File: config.mk
export PLATFORM = sky130hd
export DESIGN_NAME = text_line_writer_flat
export DESIGN_NICKNAME = d
export VERILOG_FILES = /design/src/rtl/text_line_writer_if.sv /design/src/rtl/text_line_writer.sv /design/src/flat_wrapper.sv
export SDC_FILE = /design/constraint.sdc
export NUM_CORES = 1
export LEC_CHECK = 0
export ABC_AREA = 1
export BUFFER_PORTS_ARGS = -buffer_cell sky130_fd_sc_hd__clkbuf_2
export CORE_UTILIZATION = 30
export DETAILED_ROUTE_END_ITERATION = 16
export HOLD_SLACK_MARGIN = 0.03
export PLACE_DENSITY = 0.56
export SLEW_MARGIN = 5
export SYNTH_ARGS = -nofsm -noshare
export SYNTH_HDL_FRONTEND = slang
export SYNTH_SLANG_ARGS = --single-unit
export TNS_END_PERCENT = 30
File: constraint.sdc
create_clock -name Clk -period 5.31 [get_ports Clk]
set_clock_uncertainty 0.1 [all_clocks]
set_input_delay 0.531 -clock Clk [delete_from_list [all_inputs] [get_ports Clk]]
set_output_delay 0.531 -clock Clk [all_outputs]
set_load 0.03 [all_outputs]
File: src/rtl/text_line_writer_if.sv
// Producer-side glyph stream for text_line_writer: valid/ready glyph handshake
// plus commit/clear control and the pending-commit status flag.
interface text_line_writer_if;
  logic [9:0] char_in;
  logic       char_valid;
  logic       char_ready;
  logic       commit;
  logic       clear;
  logic       busy;

  modport master (
    output char_in,
    output char_valid,
    output commit,
    output clear,
    input  char_ready,
    input  busy
  );

  modport slave (
    input  char_in,
    input  char_valid,
    input  commit,
    input  clear,
    output char_ready,
    output busy
  );
endinterface

File: src/rtl/text_line_writer.sv
// Double-buffered single-line text source for the VGA overlay; glyphs fill a back bank,
// which is swapped to the front at a frame boundary. Optional blink: define TEXT_BLINK_EN.
module text_line_writer #(
  parameter int MAX_CHARS = 16,
  parameter int X_START   = 0,
  parameter int Y_START   = 0,
  parameter int FONT_W    = 8,
  parameter int FONT_H    = 16
) (
  input  logic                 Clk,
  input  logic                 Reset,
  text_line_writer_if.slave    prod,
  input  logic                 frame_start,
  input  logic                 blink,
  input  logic [9:0]           DrawX,
  input  logic [9:0]           DrawY,
  input  logic                 active,
  output logic [9:0]           start_x,
  output logic [9:0]           start_y,
  output logic [9:0]           n,
  output logic                 is_word
);

  localparam int         IDX_W   = (MAX_CHARS > 1) ? $clog2(MAX_CHARS) : 1;
  localparam int         FONT_SH = $clog2(FONT_W);
  localparam logic [5:0] MAX_LEN = 6'(MAX_CHARS);
  localparam logic [9:0] X0      = 10'(X_START);
  localparam logic [9:0] Y0      = 10'(Y_START);
  localparam logic [9:0] FH      = 10'(FONT_H);

  typedef enum logic [0:0] {
    S_FILL = 1'b0,
    S_PEND = 1'b1
  } state_t;

  state_t     r_state;
  logic       r_sel;
  logic [5:0] r_wr_len;
  logic [5:0] r_fr_len;
  logic       r_busy;
  logic [9:0] r_bank [0:1][0:MAX_CHARS-1];

  logic             w_ready;
  logic             w_accept;
  logic             w_blink_ok;
  logic [10:0]      w_xdiff;
  logic [10:0]      w_ydiff;
  logic [10:0]      w_xlim;
  logic [IDX_W-1:0] w_col;
  logic             w_in_x;
  logic             w_in_y;
  logic             w_hit;

  assign w_ready  = Reset && (r_state == S_FILL) && (r_wr_len < MAX_LEN);
  // clear wins over a same-cycle handshake, so the offered glyph is dropped
  assign w_accept = prod.char_valid && w_ready && !prod.clear;

  assign prod.char_ready = w_ready;
  assign prod.busy       = r_busy;
  assign start_x         = X0;
  assign start_y         = Y0;

  always_ff @(posedge Clk) begin
    if (!Reset) begin
      r_state  <= S_FILL;
      r_sel    <= 1'b0;
      r_wr_len <= 6'd0;
      r_fr_len <= 6'd0;
      r_busy   <= 1'b0;
    end else if (prod.clear) begin
      r_state  <= S_FILL;
      r_wr_len <= 6'd0;
      r_busy   <= 1'b0;
    end else begin
      case (r_state)
        S_FILL: begin
          if (w_accept) begin
            r_wr_len <= r_wr_len + 6'd1;
          end
          // frame_start here is ignored: the swap waits for the next pulse
          if (prod.commit) begin
            r_state <= S_PEND;
            r_busy  <= 1'b1;
          end
        end
        S_PEND: begin
          if (frame_start) begin
            r_sel    <= ~r_sel;
            r_fr_len <= r_wr_len;
            r_wr_len <= 6'd0;
            r_state  <= S_FILL;
            r_busy   <= 1'b0;
          end
        end
        default: begin
          r_state <= S_FILL;
          r_busy  <= 1'b0;
        end
      endcase
    end
  end

  always_ff @(posedge Clk) begin
    if (w_accept) begin
      r_bank[~r_sel][r_wr_len[IDX_W-1:0]] <= prod.char_in;
    end
  end

`ifdef TEXT_BLINK_EN
  logic [4:0] r_blink_cnt;

  always_ff @(posedge Clk) begin
    if (!Reset) begin
      r_blink_cnt <= 5'd0;
    end else if (frame_start) begin
      r_blink_cnt <= r_blink_cnt + 5'd1;
    end else begin
      r_blink_cnt <= r_blink_cnt;
    end
  end

  assign w_blink_ok = !blink || !r_blink_cnt[4];
`else
  logic w_unused_blink;
  assign w_unused_blink = blink;
  assign w_blink_ok     = 1'b1;
`endif

  // Borrow bit of the 11-bit difference flags pixels left of / above the line.
  always_comb begin
    w_xdiff = {1'b0, DrawX} - {1'b0, X0};
    w_ydiff = {1'b0, DrawY} - {1'b0, Y0};
    w_xlim  = 11'(r_fr_len) << FONT_SH;
    w_in_x  = !w_xdiff[10] && (w_xdiff < w_xlim);
    w_in_y  = !w_ydiff[10] && (w_ydiff[9:0] < FH);
    w_col   = IDX_W'(w_xdiff[9:0] >> FONT_SH);
    w_hit   = active && (r_fr_len != 6'd0) && w_in_x && w_in_y && w_blink_ok;
    if (w_hit) begin
      n = r_bank[r_sel][w_col];
    end else begin
      n = 10'd0;
    end
    is_word = w_hit;
  end

endmodule

File: src/flat_wrapper.sv
// flat-port wrapper written by rule: the top's interface ports become plain ports
module text_line_writer_flat 
#(
  parameter int MAX_CHARS = 16,
  parameter int X_START   = 0,
  parameter int Y_START   = 0,
  parameter int FONT_W    = 8,
  parameter int FONT_H    = 16
)
  (Clk, Reset, frame_start, blink, DrawX, DrawY, active, start_x, start_y, n, is_word, prod_char_in, prod_char_valid, prod_commit, prod_clear, prod_char_ready, prod_busy);
  text_line_writer_if prod_i ();
  input  logic Clk;
  input  logic Reset;
  input  logic frame_start;
  input  logic blink;
  input  logic [9:0] DrawX;
  input  logic [9:0] DrawY;
  input  logic active;
  output logic [9:0] start_x;
  output logic [9:0] start_y;
  output logic [9:0] n;
  output logic is_word;
  input wire logic [$bits(prod_i.char_in)-1:0] prod_char_in;
  input wire logic [$bits(prod_i.char_valid)-1:0] prod_char_valid;
  input wire logic [$bits(prod_i.commit)-1:0] prod_commit;
  input wire logic [$bits(prod_i.clear)-1:0] prod_clear;
  output wire logic [$bits(prod_i.char_ready)-1:0] prod_char_ready;
  output wire logic [$bits(prod_i.busy)-1:0] prod_busy;
  assign prod_i.char_in = prod_char_in;
  assign prod_i.char_valid = prod_char_valid;
  assign prod_i.commit = prod_commit;
  assign prod_i.clear = prod_clear;
  assign prod_char_ready = prod_i.char_ready;
  assign prod_busy = prod_i.busy;
  text_line_writer #(.MAX_CHARS(MAX_CHARS), .X_START(X_START), .Y_START(Y_START), .FONT_W(FONT_W), .FONT_H(FONT_H)) u_core (.Clk(Clk), .Reset(Reset), .prod(prod_i), .frame_start(frame_start), .blink(blink), .DrawX(DrawX), .DrawY(DrawY), .active(active), .start_x(start_x), .start_y(start_y), .n(n), .is_word(is_word));
endmodule
Word level (Yosys, flattened, before mapping)
Memories as Yosys holds them, arrays and structs flattened. A register that Yosys moved wholly into a read port is not among the register bits. Index checks and enable logic that the tools add are counted.

Bits in registers: 15. Latch bits: 0. RAM bits: 320. Memory bits (read-only): 0. Input port bits: 38. Output and inout port bits: 33. Word-level logic and storage cells: 55. Memories kept: 1.

Memories: u_core.r_bank (words 2, bits a word 160, read ports 1, clocked after Yosys merged registers in 1, wr ports 1, line text_line_writer.sv:41) `logic [9:0] r_bank [0:1][0:MAX_CHARS-1];`.

Add/sub/neg operators: 1. Multipliers: 0. Div/mod/pow operators: 0. Order comparisons: 6. Eq/ne operators: 3. Shift operators: 0. Muxes and demuxes: 19. Bitwise logic cells: 6. Reduce and logical (&&, ||, !) cells: 14.

Operators by type and width (number): two-way mux 160 bit (1); binary-select mux 10 bit (select 4 bit) (1); demux 10 bit (select 4 bit) (1); two-way mux 10 bit (4); two-way mux 6 bit (2); case mux 6 bit (2 select lines) (1); >= comparator 5 bit (second input constant) (2); less-than comparator 10 x 5 -> 1 bit (second input constant) (1); less-than comparator 10 x 9 -> 1 bit (1); inverter 4 -> 5 bit (2); logical AND 1 bit (8); two-way mux 1 bit (7); adder 6 x 1 -> 6 bit (second input constant) (1); less-than comparator 6 x 5 -> 1 bit (second input constant) (1); nonzero test 6 bit (1); less-than comparator 5 x 1 -> 1 bit (second input constant) (1); != test 2 bit (second input constant) (2); inverter 1 bit (4); case mux 1 bit (2 select lines) (2); AND reduction 2 bit (2); AND reduction 3 bit (1); != test 2 x 1 -> 1 bit (second input constant) (1); OR reduction 2 bit (1); logical NOT 1 bit (1).

Depth between registers and ports, before layout
Word-level depth: 7. Gate-level depth with buffers: 12.

Worst setup path before layout
OpenSTA, ideal clock, no wires.

Path type: input to output. From: in DrawX[5]. To: out n[0]. Data arrival time: 1.990 ns. Required time: 4.679 ns. Setup slack: 2.689 ns. Stages on the path: 9. Path buffers: 1. Path through: ha_1 -> a21oi_1 -> nand2_1 -> nand2_1 -> nand2_1 -> a21oi_2 -> buf_2 -> nand2_1 -> nor2_1.

RTL lines: start, declared (line flat_wrapper.sv:16) `input logic [9:0] DrawX;`; less-than comparator 10 x 9 -> 1 bit (line text_line_writer.sv:134) `w_in_x = !w_xdiff[10] && (w_xdiff < w_xlim);`; logical AND 1 bit (2 in series) (line text_line_writer.sv:137) `w_hit = active && (r_fr_len != 6'd0) && w_in_x && w_in_y && w_blink_ok;`; net is_word (line flat_wrapper.sv:22) `output logic is_word;`; two-way mux 10 bit (line text_line_writer.sv:138) `if (w_hit) begin`; end, declared (line flat_wrapper.sv:21) `output logic [9:0] n;`.

The timed path passes the listed nets, and every way through them passes these cells. The select of a mux whose other input is x is not followed.

==> metrics.cfg <==
[logic_synthesis]
synth_area_leaders=edfxtp_1, nand3_1, nand2_1
postSynthAreaPerCell_um2=11.4
synthFlopType=edfxtp_1
synth_common_cells=nand2_1, edfxtp_1, nand3_1
ys_types=25
seq_area_frac_synth=0.707
yosysMostFrequentCell=nand2_1
ys_ff_latch=336
yosys_warnings=0
syn_area_mm2=0.0140
synth_top_area_frac=0.685
synth_edf_count=320
netlist_instances=1233
async_reset_ff_frac=0
yosysTopAreaCell=edfxtp_1

[pwr]
p_switching_uw=1180
peakVddDrop_mv=0.201
seqPwrFrac=0.524
switching_share=0.213
p_leak_uw=0.00559
p_per_area_mw_per_mm2=352
p_comb_frac=0.046
cellInternalPower_uw=4370
power.share.clock=0.430

[placement]
dpl.hpwl_um=19800
place_congestion=0.875
portBuffers=42

[worst_setup_path]
cpMostUsedCell=nand3_1
worst_path_dominant_cell_family=buffers and inverters
slowest_stage=dfxtp_4
crit_path_start_kind=flip-flop
arrival_ns=3.46
crit_chain=inv_4, buf_12, nand2_1, nand3_1, nand3_1, nand3_1, a21oi_1, nor2_1, clkbuf_2
cp_max_fo=80
worstSetupPathType=reg2out
critPathBufInv=3
cp_data_required_time_ns=4.68
end_kind=primary output
slowest_delay_ns=0.90

[sta]
hold_viol=0
worst_pin_slew_ns=1.20
fin_tns_setup_ns=0
fin_crit_sh=0.770
rsz0062_at_grt=false
fmax_mhz=245
setup_viol=0
max_slew_margin=0.201
slew_viol_final=0
fin_crit_ns=4.09

[clocking]
cts_num_sinks=336
post_cts_buffers=0
cts_buffers=36
cts_tree=yes
cts_hold_buffers=0
cts_root_buffer=clkbuf_16
clkTransAtPathRegs_ns=0.06
ctsLongestPathBuffers=3
clk_latency_ns=0.51
cts_resized=0
htreeDepth=2

[final_layout]
drive_gt1_frac=0.0874
fillers=4528
antennaDiodeCount=0
final_nets=1303
synthToLayoutAreaGrowth_pct=12.4
final_util=0.345

[job]
maxCapViolCount=0

[outcome]
outcome=finished, final reports clean

[drt]
via_count=8953
drtIter0Drc=779
first_pass_iters=5
vias_per_cell=4.76
wl_per_cell_um=18.1
drcViolationCount=0
wirelength_um=34100
postRouteAntennaNets=0

[floorplanning]
die_x_um=218
boundaryPins=71
core_mm2=0.0458
die-area_mm2=0.0477
dieHeight_um=218
row_count=78
start_util=0.307

[grt]
grt_pass1_vias=8281
antenna_found_initial=1
grt_use_total=0.142
grt_pass1_wl_um=50700
overflow=0
grt_max_degree=81

[worst_hold_path]
hold_class=in2reg

==> power groups by stage <==
| stage | combinational [uW] | sequential, uW | clock [uW] |
|---|---|---|---|
| 5_1_grt | 282 | 2910 | 2530 |
| 3_5_place_dp | 259 | 2970 | 0 |
| 2_1_floorplan | 163 | 2960 | 0 |
| 4_1_cts | 260 | 2910 | 2440 |
| 6_report | 258 | 2910 | 2390 |
| 3_3_place_gp | 255 | 2970 | 0 |
==> metrics by stage <==
| step | total power (uW) | setup slack (ns) | cell area (um^2) | hold WS, ns | std cells |
|---|---|---|---|---|---|
| after floorplan | 3130 | 2.69 | 14100 | 0.351 | 1252 |
| after global placement | 3220 | 1.65 | 14700 | 0.356 | 1818 |
| after detailed placement | 3230 | 1.67 | 14700 | 0.381 | 1818 |
| after CTS | 5610 | 1.20 | 15800 | 0.150 | 1881 |
| after global routing | 5720 | 1.05 | 15800 | 0.187 | 1881 |
| final | 5560 | 1.22 | 15800 | 0.156 | 1881 |
==> worst min-delay path, cell delays in order <==
cell and delay [ns]:
clkbuf_2 0.09, nor2_1 0.03, nor2_1 0.08
==> kinds of logic after synthesis <==
family | synth area share
simple gates | 0.224
compound gates | 0.0126
buf+inv | 0.0479
other cells | 0.000267
flops | 0.707
fa+ha+maj | 0.00802
==> layer usage <==
metal,track usage,part of all wire,up-vias
met5,0,0.00023,-
met4,0.0501,0.029,2
met3,0.0271,0.070,59
met2,0.217,0.45,291
met1,0.200,0.45,4281
li1,-,-,4320
==> registers in the layout, summed over array words and instances (netlist names), named ones only <==
| register | flops |
|---|---|
| u_core.r_bank | 320 |
| u_core.r_fr_len | 6 |
| u_core.r_wr_len | 6 |
| u_core.prod.busy | 1 |
| u_core.r_sel | 1 |
| u_core.r_state | 1 |
==> cell usage in the layout, fill, tap and decap left out, types with 13 or more instances in the layout <==
cell	n
a21oi_1	24
buf_4	15
clkbuf_16	37
clkbuf_2	41
clkinv_1	13
conb_1	20
dfxtp_1	15
edfxtp_1	320
inv_1	26
nand2_1	377
nand3_1	285
nor2_1	56
==> worst paths after layout <==
path                                          from               endpoint  slack [ns]  depth (start not counted)
worst min register to register    u_core.prod.busy       u_core.prod.busy        0.39                          2
worst max register to register  u_core.r_wr_len[4]  u_core.r_bank[0][134]        2.43                          7
worst min-delay path                   prod_commit         u_core.r_state        0.16                          3
worst max-delay path                     flip-flop                   n[9]        1.22                          9
==> area by class of cell <==
type	count	area [um^2]	area share
Clock buffer	40	937	0.0594
Clock inverter	23	181	0.0115
Inverter	28	109	0.00690
Multi-Input combinational cell	796	3510	0.223
Sequential cell	336	9930	0.630
Tap cell	600	751	0.0476
Timing Repair Buffer	58	343	0.0217
No activity file was read; power rests on OpenSTA's default activity.
